**src/rtl/teclado_uart_sched.sv**
```systemverilog
// teclado_uart_sched
// Moves PS/2 scan codes into the UART without manual triggering. Incoming
// codes are buffered in a small FIFO, with optional removal of break
// sequences (8'hF0 plus the byte after it). Each buffered byte is written to
// the UART data register, then the control register is written to start the
// send, and the scheduler waits for the UART to finish (or for an
// acknowledge timeout) plus an optional idle gap before taking the next byte.
//
// Ports:
//   clk_i, reset_i    clock, asynchronous active-high reset
//   code_valid_i      one-cycle strobe qualifying code_i
//   code_i[7:0]       scan code from the keyboard peripheral
//   flush_i           synchronous clear of FIFO, filter state and overflow flag
//   uart_busy_i       UART transmit-in-progress flag
//   uart_data_o[31:0] data bus towards the UART register file
//   uart_we_data_o    data-register write strobe
//   uart_we_ctrl_o    control-register write strobe
//   fifo_count_o      current FIFO occupancy
//   overflow_o        sticky: a code was lost because the FIFO was full
module teclado_uart_sched #(
  parameter int FIFO_DEPTH   = 8,
  parameter bit FILTER_BREAK = 1'b1,
  parameter int GAP_CYCLES   = 16,
  parameter int ACK_TIMEOUT  = 4
) (
  input  logic                          clk_i,
  input  logic                          reset_i,
  input  logic                          code_valid_i,
  input  logic [7:0]                    code_i,
  input  logic                          flush_i,
  input  logic                          uart_busy_i,
  output logic [31:0]                   uart_data_o,
  output logic                          uart_we_data_o,
  output logic                          uart_we_ctrl_o,
  output logic [$clog2(FIFO_DEPTH):0]   fifo_count_o,
  output logic                          overflow_o
);

  localparam int AW  = $clog2(FIFO_DEPTH);
  localparam int CW  = AW + 1;
  localparam int GW  = (GAP_CYCLES > 1) ? $clog2(GAP_CYCLES) : 1;
  localparam int AKW = $clog2(ACK_TIMEOUT + 1);

  localparam logic [CW-1:0]  CNT_FULL = CW'(FIFO_DEPTH);
  localparam logic [CW-1:0]  CNT_ONE  = CW'(1);
  localparam logic [AW-1:0]  PTR_ONE  = AW'(1);
  localparam logic [GW-1:0]  GAP_LAST = GW'(GAP_CYCLES - 1);
  localparam logic [GW-1:0]  GAP_ONE  = GW'(1);
  localparam logic [AKW-1:0] ACK_LAST = AKW'(ACK_TIMEOUT);
  localparam logic [AKW-1:0] ACK_ONE  = AKW'(1);

  typedef enum logic [2:0] {
    IDLE      = 3'd0,
    LOAD      = 3'd1,
    START     = 3'd2,
    WAIT_ACK  = 3'd3,
    WAIT_DONE = 3'd4,
    GAP       = 3'd5
  } state_t;

  // FIFO and filter state
  logic [7:0]     mem_q [FIFO_DEPTH];
  logic [AW-1:0]  wr_ptr_q, wr_ptr_d;
  logic [AW-1:0]  rd_ptr_q, rd_ptr_d;
  logic [CW-1:0]  count_q, count_d;
  logic           skip_q, skip_d;
  logic           overflow_q, overflow_d;

  // scheduler state
  state_t         state_q, state_d;
  logic [7:0]     byte_q, byte_d;
  logic [AKW-1:0] ack_q, ack_d;
  logic [GW-1:0]  gap_q, gap_d;

  // registered UART-side outputs
  logic [31:0]    data_q, data_d;
  logic           we_data_q, we_data_d;
  logic           we_ctrl_q, we_ctrl_d;

  logic           accept;
  logic           full;
  logic           pop;
  logic           push;
  state_t         after_tx;

  // Filter, push/pop decisions and FIFO bookkeeping.
  always_comb begin
    accept     = 1'b0;
    full       = (count_q == CNT_FULL);
    pop        = (state_q == IDLE) && (count_q != '0) && !flush_i;
    push       = 1'b0;
    skip_d     = skip_q;
    overflow_d = overflow_q;
    wr_ptr_d   = wr_ptr_q;
    rd_ptr_d   = rd_ptr_q;
    count_d    = count_q;

    // The byte following F0 is dropped even if it is another F0.
    if (code_valid_i && !flush_i) begin
      if (FILTER_BREAK && skip_q) begin
        accept = 1'b0;
        skip_d = 1'b0;
      end else if (FILTER_BREAK && (code_i == 8'hF0)) begin
        accept = 1'b0;
        skip_d = 1'b1;
      end else begin
        accept = 1'b1;
      end
    end else begin
      accept = 1'b0;
    end

    // A full FIFO still takes a code when the head leaves in the same cycle.
    push = accept && (!full || pop);

    if (flush_i) begin
      skip_d     = 1'b0;
      overflow_d = 1'b0;
      wr_ptr_d   = '0;
      rd_ptr_d   = '0;
      count_d    = '0;
    end else begin
      if (accept && !push) begin
        overflow_d = 1'b1;
      end else begin
        overflow_d = overflow_q;
      end
      if (push) begin
        wr_ptr_d = wr_ptr_q + PTR_ONE;
      end else begin
        wr_ptr_d = wr_ptr_q;
      end
      if (pop) begin
        rd_ptr_d = rd_ptr_q + PTR_ONE;
      end else begin
        rd_ptr_d = rd_ptr_q;
      end
      if (push && !pop) begin
        count_d = count_q + CNT_ONE;
      end else if (pop && !push) begin
        count_d = count_q - CNT_ONE;
      end else begin
        count_d = count_q;
      end
    end
  end

  // Scheduler next state and the values the outputs take at the next edge.
  always_comb begin
    state_d  = state_q;
    byte_d   = byte_q;
    ack_d    = ack_q;
    gap_d    = gap_q;
    after_tx = (GAP_CYCLES == 0) ? IDLE : GAP;

    case (state_q)
      IDLE: begin
        if (pop) begin
          byte_d  = mem_q[rd_ptr_q];
          state_d = LOAD;
        end else begin
          state_d = IDLE;
        end
      end
      LOAD: begin
        state_d = START;
      end
      START: begin
        ack_d   = '0;
        state_d = WAIT_ACK;
      end
      WAIT_ACK: begin
        if (uart_busy_i) begin
          state_d = WAIT_DONE;
        end else begin
          // Busy still low: the byte counts as sent once the timeout expires.
          ack_d = ack_q + ACK_ONE;
          if (ack_d == ACK_LAST) begin
            gap_d   = '0;
            state_d = after_tx;
          end else begin
            state_d = WAIT_ACK;
          end
        end
      end
      WAIT_DONE: begin
        if (!uart_busy_i) begin
          gap_d   = '0;
          state_d = after_tx;
        end else begin
          state_d = WAIT_DONE;
        end
      end
      GAP: begin
        if (gap_q == GAP_LAST) begin
          gap_d   = '0;
          state_d = IDLE;
        end else begin
          gap_d   = gap_q + GAP_ONE;
          state_d = GAP;
        end
      end
      default: begin
        state_d = IDLE;
      end
    endcase

    // Outputs are registered from the next state so they line up with it.
    we_data_d = (state_d == LOAD);
    we_ctrl_d = (state_d == START);
    if (state_d == LOAD) begin
      data_d = {24'h00_0000, byte_d};
    end else if (state_d == START) begin
      data_d = 32'h0000_0001;
    end else begin
      data_d = 32'h0000_0000;
    end
  end

  // Scan-code storage.
  always_ff @(posedge clk_i or posedge reset_i) begin
    if (reset_i) begin
      for (int i = 0; i < FIFO_DEPTH; i++) begin
        mem_q[i] <= 8'h00;
      end
    end else if (push) begin
      mem_q[wr_ptr_q] <= code_i;
    end
  end

  // State, FIFO control and output registers.
  always_ff @(posedge clk_i or posedge reset_i) begin
    if (reset_i) begin
      wr_ptr_q   <= '0;
      rd_ptr_q   <= '0;
      count_q    <= '0;
      skip_q     <= 1'b0;
      overflow_q <= 1'b0;
      state_q    <= IDLE;
      byte_q     <= 8'h00;
      ack_q      <= '0;
      gap_q      <= '0;
      data_q     <= 32'h0000_0000;
      we_data_q  <= 1'b0;
      we_ctrl_q  <= 1'b0;
    end else begin
      wr_ptr_q   <= wr_ptr_d;
      rd_ptr_q   <= rd_ptr_d;
      count_q    <= count_d;
      skip_q     <= skip_d;
      overflow_q <= overflow_d;
      state_q    <= state_d;
      byte_q     <= byte_d;
      ack_q      <= ack_d;
      gap_q      <= gap_d;
      data_q     <= data_d;
      we_data_q  <= we_data_d;
      we_ctrl_q  <= we_ctrl_d;
    end
  end

  assign uart_data_o    = data_q;
  assign uart_we_data_o = we_data_q;
  assign uart_we_ctrl_o = we_ctrl_q;
  assign fifo_count_o   = count_q;
  assign overflow_o     = overflow_q;

endmodule

```
**config.mk**
```make
export PLATFORM = sky130hd
export DESIGN_NAME = teclado_uart_sched
export DESIGN_NICKNAME = d
export VERILOG_FILES = /design/src/rtl/teclado_uart_sched.sv
export SDC_FILE = /design/constraint.sdc
export NUM_CORES = 1
export LEC_CHECK = 0
export ABC_AREA = 1
export CAP_MARGIN = 10
export CORE_ASPECT_RATIO = 1.5
export CORE_MARGIN = 3
export CORE_UTILIZATION = 57
export CTS_CLUSTER_SIZE = 40
export DETAILED_ROUTE_END_ITERATION = 8
export PLACE_DENSITY_LB_ADDON = 0.08
export SYNTH_ARGS = -nofsm -noshare
export SYNTH_HDL_FRONTEND = slang
export SYNTH_SLANG_ARGS = --single-unit
```
**constraint.sdc**
```tcl
create_clock -name clk_i -period 3.1 [get_ports clk_i]
set_input_delay 0.31 -clock clk_i [delete_from_list [all_inputs] [get_ports clk_i]]
set_output_delay 0.31 -clock clk_i [all_outputs]
set_load 0.005 [all_outputs]
```
==> results.sh <==
export IMPL_outcome="complete, no violations"
export IMPL_cts_max_level=3
export IMPL_syn_inst=622
export IMPL_crit_end="fifo_count_o[3]"
export IMPL_p_leak_uw=0.00294
export IMPL_vias=4352
export IMPL_hold_path_class="input port to asynchronous set/reset pin"
export IMPL_period_needed_ps=2410
export IMPL_cts_root_buffer="clkbuf_16"
export IMPL_drtPass1Iterations=5
export IMPL_grtUsageTotal=0.257
export IMPL_regArea_um2=2400
export IMPL_die_h_um=122
export IMPL_yosysWarnings=0
export IMPL_die_w_um=83.0
export IMPL_worstReg2RegEnd="fifo_count_o[3]"
export IMPL_setup_viol=0
export IMPL_grt_pass1_wl_mm=20.9
export IMPL_nNetsFinal=659
export IMPL_criticalPathCategory="flip-flop to flip-flop"
export IMPL_crit_path_start="fifo_count_o[1]"
export IMPL_postCtsSetupRepairBufs=0
export IMPL_slew_violations=0
export IMPL_maxSlewHeadroom=0.307
export IMPL_start_util=0.596
export IMPL_cts_sinks=96
export IMPL_ant_nets=0
export IMPL_antenna_found_initial=0
export IMPL_regToRegSetupSlack_ps=690
export IMPL_dp_hpwl_mm=8.64
export IMPL_drc_errors=0
export IMPL_grt_pass1_vias=4120
export IMPL_area_growth_pct=11.2
export IMPL_grt_setup_unrepaired="false"
export IMPL_required_ps=3330
export IMPL_cp_start_kind="flip-flop"
export IMPL_final_util=0.663
export IMPL_fin_crit_sh=0.776
export IMPL_peakVddDrop_mv=0.478
export IMPL_timing_fmax_mhz=416
export IMPL_routabilityCongestion=0.875
export IMPL_fillerInstances=741
export IMPL_ys_seq_area_frac=0.474
export IMPL_multiInputGateArea_um2=2250
export IMPL_drv_cap=0
export IMPL_io_pins=52
export IMPL_clock_skew_ps=5.54
export IMPL_final_common_cell="nand2_1"
export IMPL_cts_buffer_depth=2
export IMPL_syn_avg_cell_area_um2=8.15
export IMPL_cts_tree="yes"
export IMPL_tightest_slew_ps=1040
export IMPL_synth_seq_cells=96
export IMPL_r2r_cells=13
export IMPL_num_rows=41
export IMPL_core_area_um2=8520
export IMPL_cp_arrival_ps=2640
export IMPL_power_density_nw_per_um2=817
export IMPL_final_cell_mix="183 x nand2_1, 96 x dfrtp_1, 68 x nand4_1, 59 x nor2_1, 42 x o21ai_0"
export IMPL_netlist_area_um2=5070
export IMPL_drtIter0Drc=443
export IMPL_cts_hold_buf=0
export IMPL_grt_start_max_net_pins=76
export IMPL_cts_buffers=9
export IMPL_final_hold_viol_count=0
export IMPL_hold_ws_ps=421
export IMPL_clk_pin_slew_ps=60
export IMPL_io_buffers=27
export IMPL_worstSkewPairLatency_ps=340
export IMPL_wl_mm=12.5
export IMPL_reg2reg_from="fifo_count_o[1]"
export IMPL_antennaDiodeCount=0
export IMPL_wire_per_inst_um=16.6
export IMPL_cts_repair_resized=0
export IMPL_vias_per_cell=5.80
export IMPL_grt_ovfl_total=0
export IMPL_worstSetupEndpointType="flip-flop"
export IMPL_crit_path_max_fanout=6
export IMPL_ys_types=32
export IMPL_dieArea_um2=10100
export IMPL_drive_above_1_share=0.0731
export IMPL_setup_tns_ps=0
## sequential cells by signal, summed over array words and instances (netlist names)
register and cells:
overflow_o 1, mem_q 64, rd_ptr_q 3, uart_we_ctrl_o 1
ack_q 3, state_q 3, fifo_count_o 4, skip_q 1
uart_we_data_o 1, wr_ptr_q 3, gap_q 4, uart_data_o 8
## synthesized netlist by cell type
library cell    n  area share
nand2_1       183        0.14
dfrtp_1        96        0.47
nand4_1        68       0.084
nor2_1         59       0.044
o21ai_0        42       0.041
buf_4          36       0.053
inv_1          31       0.023
nand3_1        16       0.016
o211ai_1       16       0.024
buf_2          13       0.013
clkbuf_1       11      0.0081
nand3_2         9       0.018
ha_1            7       0.017
o22ai_1         7      0.0086
a21oi_1         6      0.0059
xor2_1          3      0.0052
clkinv_1        2      0.0015
nor2_2          2      0.0025
o21ai_1         2      0.0020
a31oi_1         1      0.0012
buf_1           1     0.00074
buf_6           1      0.0022
conb_1          1     0.00074
fa_1            1      0.0039
nand3b_1        1      0.0015
nand4_2         1      0.0025
nor2_4          1      0.0022
nor3_4          1      0.0032
o2111ai_1       1      0.0017
o21bai_1        1      0.0015
o31ai_1         1      0.0015
o32ai_1         1      0.0017
## routing by layer
metal,part of all wire,GRT usage
met5,0,0
met4,0.025,0.103
met3,0.058,0.0447
met2,0.52,0.438
met1,0.40,0.327
## worst min path at each step
stage / cells past startpoint / endpoint / slack [ps]
floorplan: 1 / ack_q[0] / 410
global placement: 2 / mem_q[11] / 450
detailed placement: 2 / mem_q[14] / 450
CTS: 2 / mem_q[20] / 460
global route: 2 / mem_q[25] / 490
finish: 2 / gap_q[2] / 420
## cell type report
type / count / area share
clock inverter: 2 / 0.00621
tap: 107 / 0.0237
multi-input combinational: 454 / 0.399
inverter: 33 / 0.0224
clock buffer: 14 / 0.0503
timing repair buffer: 44 / 0.0727
sequential: 96 / 0.426
## kinds of logic (layout without fill, tap and decap cells)
kind of cell / Yosys count / in the layout / synth area share
AND/OR/NAND/NOR: 341 / 341 / 0.308
flip-flops: 96 / 96 / 0.474
buffers and inverters: 95 / 93 / 0.102
AO/OA/AOI/OAI: 78 / 78 / 0.0893
adder cells (fa/ha/maj): 8 / 8 / 0.0212
XOR/XNOR: 3 / 3 / 0.00518
other: 1 / 24 / 0.000739
## per-stage QoR
stage          cells  cell area (µm²)  setup slack (ps)  power [µW]
2_1_floorplan    645             5160               285        2970
3_3_place_gp     734             5320               590        3360
3_5_place_dp     734             5320               480        3430
4_1_cts          750             5640               709        4620
5_1_grt          750             5640               536        4920
6_report         750             5640               694        4610
## report_power, final
group | switching [µW] | total (µW) | internal, µW
logic | 1030 | 1610 | 578
registers | 247 | 1830 | 1580
clock network | 454 | 1170 | 713
total | 1740 | 4610 | 2870
## critical path, stage by stage (launching register included)
cell,delay [ps]
dfrtp_1,440
nor2_2,200
nand3_1,180
nand3_2,200
nand3_2,180
ha_1,360
a21oi_1,220
nand2_1,80
nand2_1,90
nand2_1,90
nand4_1,90
nand2_1,70
nand2_1,60
nand2_1,40
Power figures use the tool's default switching activity.
